File: src/rtl/grf_write_scoreboard.sv
// Per-register pending-write scoreboard for the GRF: counts issued writes per
// destination, retires them from WB, and stalls ID readers on unretired producers.

module grf_pend_cnt #(
  parameter int W = 2
) (
  input  logic         i_clk,
  input  logic         i_reset,
  input  logic         i_flush,
  input  logic         i_inc,
  input  logic         i_dec,
  output logic [W-1:0] o_cnt,
  output logic         o_uf
);
  logic [W-1:0] r_cnt;

  // Issue and retire to the same register in one cycle cancel out.
  always_ff @(posedge i_clk or posedge i_reset) begin
    if (i_reset)                                r_cnt <= '0;
    else if (i_flush)                           r_cnt <= '0;
    else if (i_inc && !i_dec)                   r_cnt <= r_cnt + W'(1);
    else if (i_dec && !i_inc && r_cnt != '0)    r_cnt <= r_cnt - W'(1);
  end

  assign o_cnt = r_cnt;
  assign o_uf  = i_dec & ~i_inc & (r_cnt == '0);
endmodule

module grf_write_scoreboard #(
  parameter int PENDING_WIDTH = 2
) (
  input  logic        i_clk,
  input  logic        i_reset,
  input  logic        i_issue_valid,
  input  logic        i_issue_write_enable,
  input  logic [4:0]  i_issue_addr,
  output logic        o_issue_ready,
  input  logic        i_retire_valid,
  input  logic        i_retire_write_enable,
  input  logic [4:0]  i_retire_addr,
  input  logic        i_flush,
  input  logic [4:0]  i_rs_addr,
  input  logic [4:0]  i_rt_addr,
  output logic        o_rs_pending,
  output logic        o_rt_pending,
  output logic        o_stall,
  output logic [31:0] o_busy_mask,
  output logic        o_underflow_err
);
  localparam logic [PENDING_WIDTH-1:0] CNT_MAX = '1;
  localparam logic [PENDING_WIDTH-1:0] CNT_ONE = PENDING_WIDTH'(1);

  logic [31:0][PENDING_WIDTH-1:0] w_cnt;
  logic [31:0]                    w_iss_oh, w_ret_oh, w_uf;
  logic [PENDING_WIDTH-1:0]       w_rs_cnt, w_rt_cnt, w_iss_cnt;
  logic                           w_iss, w_ret, w_iss_wr;
  logic                           r_underflow;

  assign w_cnt[0] = '0;
  assign w_uf[0]  = 1'b0;

  genvar g;
  generate
    for (g = 1; g < 32; g++) begin : g_reg
      grf_pend_cnt #(.W(PENDING_WIDTH)) u_cnt (
        .i_clk   (i_clk),
        .i_reset (i_reset),
        .i_flush (i_flush),
        .i_inc   (w_iss_oh[g]),
        .i_dec   (w_ret_oh[g]),
        .o_cnt   (w_cnt[g]),
        .o_uf    (w_uf[g])
      );
    end
  endgenerate

  assign w_rs_cnt  = w_cnt[i_rs_addr];
  assign w_rt_cnt  = w_cnt[i_rt_addr];
  assign w_iss_cnt = w_cnt[i_issue_addr];

  assign w_ret = i_retire_valid & i_retire_write_enable & (i_retire_addr != 5'd0);

  // A last outstanding write retiring this cycle is covered by GRF write-through.
  assign o_rs_pending = (i_rs_addr != 5'd0) &
                        ((w_rs_cnt > CNT_ONE) |
                         ((w_rs_cnt == CNT_ONE) & ~(w_ret & (i_retire_addr == i_rs_addr))));
  assign o_rt_pending = (i_rt_addr != 5'd0) &
                        ((w_rt_cnt > CNT_ONE) |
                         ((w_rt_cnt == CNT_ONE) & ~(w_ret & (i_retire_addr == i_rt_addr))));
  assign o_stall      = o_rs_pending | o_rt_pending;

  assign w_iss_wr      = i_issue_write_enable & (i_issue_addr != 5'd0);
  assign o_issue_ready = ~o_stall & ~(w_iss_wr & (w_iss_cnt == CNT_MAX));
  assign w_iss         = i_issue_valid & o_issue_ready & w_iss_wr;

  assign w_iss_oh = w_iss ? (32'd1 << i_issue_addr)  : 32'd0;
  assign w_ret_oh = w_ret ? (32'd1 << i_retire_addr) : 32'd0;

  always_comb begin
    o_busy_mask = '0;
    for (int i = 1; i < 32; i++) o_busy_mask[i] = |w_cnt[i];
  end

  // Sticky until reset; a flush cycle still records an underflow.
  always_ff @(posedge i_clk or posedge i_reset) begin
    if (i_reset) r_underflow <= 1'b0;
    else         r_underflow <= r_underflow | (|w_uf);
  end

  assign o_underflow_err = r_underflow;
endmodule

File: config.mk
export PLATFORM = sky130hd
export DESIGN_NAME = grf_write_scoreboard
export DESIGN_NICKNAME = d
export VERILOG_FILES = /design/src/rtl/grf_write_scoreboard.sv
export SDC_FILE = /design/constraint.sdc
export NUM_CORES = 1
export LEC_CHECK = 0
export ABC_CLOCK_PERIOD_IN_PS = 3750
export CAP_MARGIN = 10
export CORE_UTILIZATION = 60
export DETAILED_ROUTE_END_ITERATION = 12
export DONT_BUFFER_PORTS = 1
export PLACE_DENSITY = 0.76
export SETUP_SLACK_MARGIN = 0.5
export SYNTH_ARGS = -nofsm -noshare
export SYNTH_HDL_FRONTEND = slang
export SYNTH_HIERARCHICAL = 1
export SYNTH_SLANG_ARGS = --single-unit
File: constraint.sdc
create_clock -name i_clk -period 3.75 [get_ports i_clk]
set_input_delay 0.375 -clock i_clk [delete_from_list [all_inputs] [get_ports i_clk]]
set_output_delay 0.375 -clock i_clk [all_outputs]
set_load 0.03 [all_outputs]
Yosys cells after proc, flatten, opt, wreduce, memory -nomap -nowiden
Index checks and enable logic that the tools add are counted.
Word-level totals
  flip-flop bits (word level): 63
  bits in writable memories: 0
  memories: 0
  latch bits: 0
  word-level logic and storage cells: 605
  input bits: 27
  bits in read-only memories: 0
Operators by class
  bitwise gates (word level): 114
  multipliers: 0
  add/subtract/negate cells: 62
  shift operators: 2
  magnitude comparators: 5
  eq/ne operators: 5
  div/mod/pow operators: 0
  multiplexer cells: 101
  reductions and logical operators: 284
Operators with widths (count)
  2-to-1 mux 2 bit: 96
  logical AND 1 bit: 93
  nonzero test 3 bit: 31
  AND 1 bit: 75
  2-to-1 mux 32 bit: 2
  left shift 1 x 5 -> 32 bit (first input constant): 2
  adder 2 x 1 -> 2 bit (second input constant): 31
  logical NOT 1 bit: 62
  logical NOT 2 bit: 31
  nonzero test 2 bit: 31
  OR reduction 2 bit: 31
  subtractor 2 x 1 -> 2 bit (second input constant): 31
  NOT 1 bit: 35
  OR reduction 31 bit: 1
  binary-select mux 2 bit (select 5 bit): 3
  nonzero test 5 bit: 4
  less-than comparator 5 x 6 -> 1 bit (second input constant): 3
  == test 5 bit: 2
  == test 2 x 1 -> 1 bit (second input constant): 2
  > comparator 2 x 1 -> 1 bit (second input constant): 2
  OR 1 bit: 4
  == test 2 bit (second input constant): 1

Longest topological paths before layout
Gate-level depths: netlist of the first run.
  depth after elaboration: 19
  depth in mapped cells: 15
  gate-level depth less buffers: 11

By module
The synthesis of the first run kept the hierarchy.
Modules (own cells, without submodules)
  grf_pend_cnt: area each 142.6 um^2, instances 31, cells an instance 14
  grf_write_scoreboard: area each 2909.0 um^2, instances 1, cells an instance 384

Worst setup path after synthesis of the first run
Ideal clock, no wire load.
  kind: input to register
  start: input port i_rs_addr[2]
  end: register r_underflow (netlist: o_underflow_err)
  data arrival time: 3299 ps
  slack: 324 ps
  stages: 14
  cells stage by stage: clkbuf_1 > mux2_2 > a221o_1 > a221oi_1 > nor4_1 > a31o_1 > buf_2 > buf_6 > nor3_2 > nand2b_2 > nor3_1 > nor4_1 > nand4_1 > or2_2
Between the ends
  cells in the longest elaborated chain, start to end: 17
Ends and longest elaborated chain
  start, declared: RTL line 42  | input logic [4:0] i_rs_addr,
  binary-select mux 2 bit (select 5 bit) or == test 5 bit (tied branches): RTL line 77, 86
  2-to-1 mux 2 bit (not written as such) or AND 1 bit (tied branches): RTL line 77, 86
  == test 2 x 1 -> 1 bit or NOT 1 bit (tied branches): RTL line 86  | ((w_rs_cnt == CNT_ONE) & ~(w_ret & (i_retire_addr == i_rs_addr))));
  AND 1 bit: RTL line 86
  OR 1 bit: RTL line 85  | ((w_rs_cnt > CNT_ONE) |
  AND 1 bit (*): RTL line 84  | assign o_rs_pending = (i_rs_addr != 5'd0) &
  named net o_rs_pending: RTL line 44  | output logic o_rs_pending,
  OR 1 bit (*): RTL line 90  | assign o_stall = o_rs_pending | o_rt_pending;
  [... 2 more ...]
  AND 1 bit (*) (2 in series): RTL line 94  | assign w_iss = i_issue_valid & o_issue_ready & w_iss_wr;
  2-to-1 mux 32 bit (*): RTL line 96  | assign w_iss_oh = w_iss ? (32'd1 << i_issue_addr) : 32'd0;
  named net w_iss_oh[25]: RTL line 54  | logic [31:0] w_iss_oh, w_ret_oh, w_uf;
  NOT 1 bit (*): RTL line 26  | assign o_uf = i_dec & ~i_inc & (r_cnt == '0);
  AND 1 bit (*) (2 in series): RTL line 26
  named net w_uf[25]: RTL line 54
  OR reduction 31 bit (*): RTL line 107  | else r_underflow <= r_underflow | (|w_uf);
  OR 1 bit (*): RTL line 107
  end signal, assigned: RTL line 107
  end, declared: RTL line 57  | logic r_underflow;
Mark *: on every way through the listed nets, which the timed path passes. The rest lies on a longest branch. The select of a mux whose other input is x is not followed.
A chain may end at the register's enable or synchronous reset.

Worst setup path after layout of the first run
  start: register g_reg[23].u_cnt.r_cnt[1]
  end: register r_underflow (netlist: o_underflow_err)
Between the ends
  cells in the longest elaborated chain, start to end: 17
Ends and longest elaborated chain
  start, declared: RTL line 15  | logic [W-1:0] r_cnt;
  start signal, assigned: RTL line 21  | else if (i_inc && !i_dec) r_cnt <= r_cnt + W'(1);
  start signal, assigned: RTL line 22  | else if (i_dec && !i_inc && r_cnt != '0) r_cnt <= r_cnt - W'(1);
  binary-select mux 2 bit (select 5 bit) (on tied branches): RTL line 77, 78
  2-to-1 mux 2 bit (on tied branches): RTL line 77, 78
  == test 2 x 1 -> 1 bit (on tied branches): RTL line 86, 89
  AND 1 bit (on tied branches): RTL line 86, 89
  OR 1 bit (on tied branches): RTL line 85, 88
  AND 1 bit (on tied branches): RTL line 84, 87
  OR 1 bit: RTL line 90
  NOT 1 bit: RTL line 93  | assign o_issue_ready = ~o_stall & ~(w_iss_wr & (w_iss_cnt == CNT_MAX));
  AND 1 bit (*): RTL line 93
  AND 1 bit (*) (2 in series): RTL line 94
  2-to-1 mux 32 bit (*): RTL line 96
  named net w_iss_oh[12]: RTL line 54
  NOT 1 bit (*): RTL line 26
  AND 1 bit (*) (2 in series): RTL line 26
  named net w_uf[12]: RTL line 54
  OR reduction 31 bit (*): RTL line 107
  OR 1 bit (*): RTL line 107
Marked as above.

==> impl_metrics.py, run 1 <==
metrics = {
    "drt": {
        "wl_met2_um": 11400,
        "highest_layer": "met4",
        "dr.pass1.iters": 5,
        "first_iter_violations": 839,
        "ant_nets": 0,
        "viasPerCell": 6.93,
        "wl_met3_um": 2520,
        "dr_total_vias": 7245,
        "wl_per_cell_um": 23.3,
        "route.layer.met1.wl_um": 9520,
        "drc": 0,
        "wl_um": 24400,
    },
    "logic_synthesis": {
        "synth_most_common_cell": "nor3_1",
        "ys_types": 64,
        "synth_area_leader_cell": "dfrtp_1",
        "syn_area_mm2": 0.00733,
        "synth_common_cells": "nor3_1 (79), dfrtp_1 (63), nand2_1 (56)",
        "syn_avg_cell_area_um2": 8.96,
        "synthFlopType": "dfrtp_1",
        "postSynthCellCount": 818,
        "synth_edf_count": 0,
        "synthTopCellsByArea": "dfrtp_1 (22%), mux4_2 (6.8%), a221oi_2 (6.3%)",
        "seq_area_frac_synth_pct": 21.5,
        "async_flop_share_pct": 100,
        "ys_ff_latch": 63,
        "syn_nets": 845,
        "yosysWarnings": 6,
        "synth_top_area_share_pct": 21.5,
    },
    "floorplan": {
        "ioPinCount": 64,
        "dieArea_mm2": 0.0127,
        "die_w_um": 113,
        "placementRows": 40,
        "dieHeight_um": 113,
        "start_util_pct": 61.3,
        "coreArea_mm2": 0.0120,
    },
    "cells_and_area": {
        "fin_nets": 921,
        "antennaDiodeCount": 0,
        "drive_above_1_share_pct": 39.7,
        "area_growth_syn_to_layout_pct": 20.3,
        "finalNonFillerCells": 1046,
        "fill_cells": 893,
        "fin_util_pct": 73.7,
    },
    "cts": {
        "h-tree-depth": 3,
        "cts_buffers": 9,
        "clkLatencyLatePin_ps": 350,
        "cts_tree": "yes",
        "clock_sinks": 63,
        "clock_path_buffers": 2,
        "cts_root_buffer": "clkbuf_16",
        "clk_pin_slew_worst_paths_ps": 60,
    },
    "timing": {
        "rsz0062_at_grt": "true",
        "relSlewSlack_pct": 25.5,
        "fin_crit_sh_pct": 94.3,
        "whs_ps": 76.2,
        "tightest_slew_ps": 1110,
        "final_hold_viol_count": 0,
        "min_period_ps": 3540,
        "finalSetupViolations": 0,
        "clock.fmax_mhz": 283,
        "maxSlewViolCount": 0,
        "final.setup.tns_ps": 0,
        "skew_ps": 8.79,
    },
    "critical_path": {
        "crit_chain": "mux4_2 > nand3b_1 > a21boi_2 > or4_4 > a31o_4 > buf_12 > buf_16 > buf_12 > nor3_4 > nand2b_4 > nor3_1 > nor4_2 > nand4_1 > or2_4",
        "critPathMaxFanout": 6,
        "start_kind": "register",
        "crit_buf_inv": 3,
        "crit_slowest_cell": "or4_4",
        "critical_path.max_stage_delay_ps": 530,
        "cp.required_ps": 3990,
        "crit_family": "simple AND/OR/NAND/NOR gates",
        "path_depth": 14,
        "path_class": "reg -> reg",
        "reg2reg_depth": 14,
        "end_kind": "register",
        "crit_top_cell": "buf_12",
        "crit_arrival_ps": 3780,
    },
    "min_path": {
        "holdPathStages": 1,
        "min_path_type": "in -> reg",
    },
    "placement": {
        "dpl.hpwl_um": 17100,
        "placed_cells": 997,
        "gp_congestion": 0.977,
        "portBuffers": 0,
    },
    "global_routing": {
        "antenna_found_initial": 0,
        "grt_max_degree": 63,
        "grt_pass1_vias": 6900,
        "grt_overflow": 0,
        "grt_pass1_wl_um": 37500,
        "grt_use_total_pct": 39.0,
    },
    "pwr": {
        "cellPowerDensity_mw_per_mm2": 204,
        "p_total_mw": 1.79,
        "peakVddDrop_mv": 0.197,
        "leakagePower_nw": 3.51,
    },
    "outcome": {
        "status": "finished clean",
    },
    "flow_run": {
        "drv_cap": 0,
    },
}
## report_power, final
| part | switching, mW | internal (mW) |
|---|---|---|
| registers | 0.00160 | 0.681 |
| logic | 0.184 | 0.124 |
| clock network | 0.323 | 0.481 |
| total | 0.509 | 1.29 |
## through the flow
step                      worst slack [ps]  cell area [µm²]
after floorplan                        524             7550
after global placement                58.9             8030
after detailed placement              39.6             8030
after CTS                              295             8600
after global routing                   169             8820
final                                  213             8820
## timing repair
| item | 4_1_cts | 5_1_grt |
|---|---|---|
| setup buffers | 16 | 13 |
| gates cloned | 1 | 0 |
| pin swaps | 25 | 18 |
| endpoints found under the setup margin | 3 | 2 |
| gates resized for setup | 31 | 19 |
| hold endpoints to repair | 63 | 0 |
| hold buffers | 3 | 0 |
## sequential cells by signal, summed over array words and instances, names as in the netlist
register and flops:
g.u_cnt/o_cnt 62, o_underflow_err 1
## logic make-up after synthesis
logic type	after synthesis	synth area share, %
XOR/XNOR	41	4.90
other	1	0.0512
multiplexers	74	14.6
flip-flops	63	21.5
AO/OA/AOI/OAI	109	13.5
AND/OR/NAND/NOR	454	40.3
buffers and inverters	76	5.19
## worst paths after layout
check                           slack (ps)                       end                     start
worst max-delay path                   210           o_underflow_err  g_reg[23].u_cnt/o_cnt[1]
max in group asynchronous             2530           o_underflow_err                   i_reset
worst max register to register         210           o_underflow_err  g_reg[23].u_cnt/o_cnt[1]
worst min-delay path                    80  g_reg[19].u_cnt/o_cnt[0]                   i_flush
min in group asynchronous              590  g_reg[24].u_cnt/o_cnt[0]                   i_reset
worst min register to register         600  g_reg[30].u_cnt/o_cnt[0]  g_reg[30].u_cnt/o_cnt[0]
## cells in the final DEF (no fill, tap or decap), types with 3 or more instances in the layout
| cell type | n |
|---|---|
| nor2_1 | 35 |
| nand2b_4 | 8 |
| a31oi_1 | 5 |
| dfrtp_2 | 5 |
| inv_1 | 37 |
| nor2b_4 | 31 |
| mux2_2 | 5 |
| nand4_1 | 8 |
| mux4_2 | 25 |
| nand2_1 | 55 |
| nor3_1 | 71 |
| a21oi_1 | 35 |
| xor2_1 | 35 |
| nor2_2 | 31 |
| xnor2_1 | 6 |
| or2_2 | 31 |
| nand3b_1 | 37 |
| nand2b_1 | 6 |
| nor3_4 | 31 |
| o21ai_0 | 5 |
| nor3b_1 | 3 |
| buf_12 | 8 |
| mux2i_1 | 44 |
| nand2b_2 | 23 |
| nor2b_1 | 3 |
| a2111oi_0 | 4 |
| and3b_1 | 4 |
| a221oi_2 | 33 |
| nor4_1 | 10 |
| nand3_1 | 39 |
| buf_4 | 91 |
| and3_1 | 8 |
| clkbuf_16 | 9 |
| dfrtp_1 | 58 |
| nor3_2 | 6 |
## layout make-up
| cell class | instances | area, µm² | area share, % |
|---|---|---|---|
| Clock buffer | 13 | 260 | 2.95 |
| Timing Repair Buffer | 103 | 902 | 10.2 |
| Inverter | 38 | 143 | 1.62 |
| Multi-Input combinational cell | 679 | 5730 | 65.0 |
| Sequential cell | 63 | 1580 | 18.0 |
| Clock inverter | 3 | 17.5 | 0.199 |
| Tap cell | 147 | 184 | 2.09 |
## metal layers
metal	vias up	global-route usage, %
met3	90	9.18
met4	0	18.2
met2	454	61.2
met5	-	0
met1	3537	51.1
li1	3164	-
Note: power is estimated with default switching activity, not from simulation.
==> run 2, diff against run 1 <==
==> constraint.sdc (replaced) <==
create_clock -name i_clk -period 3.75 [get_ports i_clk]
set_input_delay 0.9375 -clock i_clk [delete_from_list [all_inputs] [get_ports i_clk]]
set_output_delay 0.9375 -clock i_clk [all_outputs]
set_load 0.03 [all_outputs]
==> impl_metrics.py, run 2 (synthesized netlist as in run 1, its figures left out) <==
metrics = {
    "outcome": {
        "status": "finished with violations",
        "violations": "negative setup slack",
    },
    "cts": {
        "cts_hold_buf": 0,
        "clock_sinks": 63,
        "clkLatencyLatePin_ps": 350,
        "clock_path_buffers": 2,
        "cts_root_buffer": "clkbuf_16",
        "cts_buffers": 9,
        "cts_tree": "yes",
        "h-tree-depth": 3,
        "clk_pin_slew_worst_paths_ps": 60,
    },
    "pwr": {
        "leakagePower_nw": 3.75,
        "peakVddDrop_mv": 0.226,
        "cellPowerDensity_mw_per_mm2": 204,
    },
    "timing": {
        "skew_ps": 8.33,
        "tightest_slew_ps": 964,
        "clock.fmax_mhz": 262,
        "final.setup.tns_ps": -69.0,
        "min_period_ps": 3820,
        "final_hold_viol_count": 0,
        "rsz0062_at_grt": "true",
        "whs_ps": 317,
        "fin_ws_ps": -68.1,
        "maxSlewViolCount": 0,
        "fin_crit_sh_pct": 102,
        "finalSetupViolations": 2,
        "relSlewSlack_pct": 35.2,
    },
    "placement": {
        "dpl.hpwl_um": 18500,
        "placed_cells": 1058,
        "pre_cts_slack_ps": -366,
        "gp_congestion": 1.02,
        "portBuffers": 0,
    },
    "critical_path": {
        "reg2reg_depth": 14,
        "critPathMaxFanout": 19,
        "start_kind": "input pin",
        "crit_arrival_ps": 2880,
        "path_class": "in -> out",
        "timing.rr.end": "o_underflow_err",
        "r2r_slack_ps": 80,
        "end_kind": "output pin",
        "reg2reg_from": "g_reg[25].u_cnt/o_cnt[1]",
        "cp.required_ps": 2810,
    },
    "drt": {
        "dr.pass1.iters": 7,
        "dr_total_vias": 7517,
        "viasPerCell": 6.89,
        "drc": 0,
        "ant_nets": 0,
        "wl_um": 25300,
        "wl_per_cell_um": 23.2,
        "first_iter_violations": 905,
    },
    "flow_run": {
        "drv_cap": 0,
    },
    "floorplan": {
        "start_util_pct": 61.3,
        "die_w_um": 113,
        "placementRows": 40,
        "dieArea_mm2": 0.0127,
        "dieHeight_um": 113,
        "coreArea_mm2": 0.0120,
        "ioPinCount": 64,
    },
    "cells_and_area": {
        "area_growth_syn_to_layout_pct": 25.4,
        "drive_above_1_share_pct": 42.2,
        "fin_util_pct": 76.9,
        "finalNonFillerCells": 1091,
        "largest_register_ffs": 62,
        "fin_nets": 969,
        "final_cell_mix": "buf_4 (112), nor3_1 (75), dfrtp_1 (63)",
        "final_common_cell": "buf_4",
        "antennaDiodeCount": 0,
    },
    "global_routing": {
        "grt_use_total_pct": 40.8,
        "grt_max_degree": 63,
        "grt_overflow": 0,
        "antenna_found_initial": 0,
        "grt_pass1_wl_um": 39400,
        "grt_pass1_vias": 7414,
    },
    "min_path": {
        "min_path_type": "in -> async",
    },
}
## run 2: final cells by class
cell class	instances	area, µm²
Multi-Input combinational cell	679	5660
Fill cell	813	2770
Sequential cell	63	1580
Timing Repair Buffer	151	1340
Clock buffer	12	256
Tap cell	147	184
Inverter	38	146
Clock inverter	1	30.0
## run 2: worst max path at each step
stage | startpoint | to | slack (ps) | depth (start not counted)
final | i_rt_addr[0] | o_issue_ready | -70 | 8
after floorplan | i_rt_addr[0] | o_issue_ready | -180 | 9
after CTS | i_rt_addr[0] | o_issue_ready | -60 | 8
after global routing | i_rs_addr[1] | o_issue_ready | -120 | 9
after global placement | i_rt_addr[0] | o_underflow_err | -300 | 12
after detailed placement | i_rt_addr[2] | o_underflow_err | -370 | 12
## run 2: per-layer routing
| metal | up-vias | part of all wire, % | wire (µm) | track usage [%] |
|---|---|---|---|---|
| met3 | 160 | 13 | 3200 | 10.5 |
| met2 | 551 | 46 | 11700 | 65.9 |
| met5 | - | 0 | 0 | 0 |
| met4 | 0 | 6.1 | 1530 | 22.8 |
| li1 | 3265 | - | - | - |
| met1 | 3541 | 35 | 8890 | 49.8 |
## run 2: through the flow
stage / instance area, µm² / power [mW]
floorplan: 7530 / 0.944
global placement: 8440 / 0.950
detailed placement: 8440 / 0.959
CTS: 8960 / 1.84
global route: 9190 / 1.92
finish: 9190 / 1.88
## run 2: timing repair
action,CTS,global route
buffers inserted,8,12
endpoints found under the hold margin,0,0
resized for setup,38,35
setup endpoints to repair,10,52
pin swaps,12,32
## run 2: report_power, final
part | internal [mW] | leakage, nW | total (mW) | switching, mW
Sequential | 0.681 | 0.875 | 0.683 | 0.00166
Clock | 0.539 | 0.141 | 0.846 | 0.307
Combinational | 0.158 | 2.74 | 0.346 | 0.187
## run 2: worst max-delay path: stages
cell and delay (ps):
mux4_2 470, nand3b_1 100, a21boi_1 70, or4_1 540
a31o_4 270, buf_8 150, nor3_4 190, buf_6 150
==> run 3, diff against run 2 <==
--- a/config.mk
+++ b/config.mk
@@ -10,6 +10,7 @@
 export CORE_UTILIZATION = 60
 export DETAILED_ROUTE_END_ITERATION = 12
 export DONT_BUFFER_PORTS = 1
+export GPL_ROUTABILITY_DRIVEN = 0
 export PLACE_DENSITY = 0.76
 export SETUP_SLACK_MARGIN = 0.5
 export SYNTH_ARGS = -nofsm -noshare
==> impl_metrics.py, run 3 (synthesized netlist as in run 1, its figures left out) <==
metrics = {
    "floorplan": {
        "placementRows": 40,
        "dieArea_mm2": 0.0127,
        "start_util_pct": 61.3,
        "coreArea_mm2": 0.0120,
        "dieHeight_um": 113,
        "die_w_um": 113,
        "ioPinCount": 64,
    },
    "drt": {
        "wl_um": 26000,
        "ant_nets": 0,
        "first_iter_violations": 1070,
        "drc": 0,
        "wl_per_cell_um": 23.8,
        "viasPerCell": 7.12,
        "dr.pass1.iters": 10,
        "dr_total_vias": 7774,
    },
    "global_routing": {
        "grt_overflow": 0,
        "grt_use_total_pct": 40.2,
        "grt_max_degree": 63,
        "grt_pass1_wl_um": 39100,
        "grt_pass1_vias": 7545,
        "antenna_found_initial": 0,
    },
    "cells_and_area": {
        "fin_util_pct": 77.1,
        "largest_register_ffs": 62,
        "fin_nets": 967,
        "drive_above_1_share_pct": 42.0,
        "final_common_cell": "buf_4",
        "antennaDiodeCount": 0,
        "final_cell_mix": "buf_4 (105), nor3_1 (75), dfrtp_1 (63)",
        "area_growth_syn_to_layout_pct": 25.7,
    },
    "pwr": {
        "p_total_mw": 1.93,
        "leakagePower_nw": 3.76,
        "swShare_pct": 27.0,
        "cellPowerDensity_mw_per_mm2": 209,
        "power.share.clock_pct": 46.3,
        "power_frac_seq_pct": 35.4,
        "p_switching_mw": 0.520,
        "p_int_mw": 1.41,
        "peakVddDrop_mv": 0.174,
        "power_frac_comb_pct": 18.2,
    },
    "timing": {
        "whs_ps": 320,
        "fin_crit_sh_pct": 106,
        "clock.fmax_mhz": 253,
        "rsz0062_at_grt": "true",
        "final.setup.tns_ps": -534,
        "final_hold_viol_count": 0,
        "maxSlewViolCount": 0,
        "tightest_slew_ps": 930,
        "finalSetupViolations": 5,
        "relSlewSlack_pct": 36.4,
        "min_period_ps": 3960,
        "skew_ps": 10.7,
        "fin_ws_ps": -206,
    },
    "cts": {
        "clk_pin_slew_worst_paths_ps": 50,
        "cts_hold_buf": 0,
        "clock_sinks": 63,
        "cts_root_buffer": "clkbuf_16",
        "h-tree-depth": 3,
        "cts_tree": "yes",
        "cts_buffers": 9,
        "clkLatencyLatePin_ps": 360,
        "clock_path_buffers": 2,
    },
    "outcome": {
        "status": "finished with violations",
        "violations": "negative setup slack",
    },
    "min_path": {
        "min_path_type": "in -> async",
    },
    "placement": {
        "portBuffers": 0,
        "dpl.hpwl_um": 18000,
        "pre_cts_slack_ps": -371,
    },
    "critical_path": {
        "cp.required_ps": 3980,
        "crit_arrival_ps": 4190,
        "critical_path.max_stage_delay_ps": 510,
        "path_class": "in -> reg",
        "end_kind": "register",
        "start_kind": "input pin",
        "critPathMaxFanout": 19,
        "crit_chain": "mux4_2 > mux2i_1 > nor3b_1 > or4_4 > a31o_4 > buf_4 > nor3_4 > nand2b_2 > nor3_1 > nor4_1 > buf_4 > nand4_1 > or2_4",
        "crit_slowest_cell": "mux4_2",
        "crit_top_cell": "buf_4",
    },
    "flow_run": {
        "drv_cap": 0,
    },
}
run 3: per-layer routing:
layer,routed length [µm],global-route usage [%],up-vias
li1,-,-,3268
met2,11500,63.2,642
met1,8950,48.2,3670
met3,3600,10.9,194
met5,0,0,-
met4,1870,27.5,0
run 3: layout make-up:
| cell class | instances | area [µm²] |
|---|---|---|
| Clock buffer | 13 | 270 |
| Clock inverter | 3 | 40.0 |
| Fill cell | 763 | 2750 |
| Inverter | 38 | 143 |
| Multi-Input combinational cell | 680 | 5670 |
| Sequential cell | 63 | 1580 |
| Tap cell | 147 | 184 |
| Timing Repair Buffer | 148 | 1330 |
run 3: metrics by stage:
step,instance area (µm²),std cells
2_1_floorplan,7530,818
3_3_place_gp,8440,1057
3_5_place_dp,8440,1057
4_1_cts,8990,1082
5_1_grt,9220,1092
6_report,9220,1092
run 3: power groups by stage:
stage	sequential, mW	clock [mW]	combinational (mW)
detailed placement	0.695	0	0.266
CTS	0.683	0.893	0.307
finish	0.683	0.892	0.351
floorplan	0.695	0	0.249
global placement	0.695	0	0.258
global route	0.682	0.923	0.362
run 3: timing repair:
item,CTS,global route
cloned,1,0
resized for setup,39,35
setup endpoints to repair,14,60
buffers inserted,8,10
pin swaps,20,30
run 3: worst paths after layout:
| kind | cells after the start | to | start | slack [ps] |
|---|---|---|---|---|
| worst max-delay path | 13 | o_underflow_err | i_rt_addr[0] | -210 |
| worst min-delay path | 1 | o_underflow_err | i_reset | 320 |
| worst max register to register | 13 | o_underflow_err | g_reg[25].u_cnt/o_cnt[1] | -130 |
| worst min register to register | 2 | g_reg[14].u_cnt/o_cnt[0] | g_reg[14].u_cnt/o_cnt[0] | 610 |
| max in group asynchronous | 1 | g_reg[14].u_cnt/o_cnt[1] | i_reset | 3280 |
| min in group i_clk | 2 | g_reg[14].u_cnt/o_cnt[0] | g_reg[14].u_cnt/o_cnt[0] | 610 |
run 3: worst max-delay path: cells and delay by family:
kind	cells	cell delay, ps
AOI/OAI and AO/OA	1	280
muxes	2	710
and+or+nand+nor	8	1920
buffers and inverters	2	340
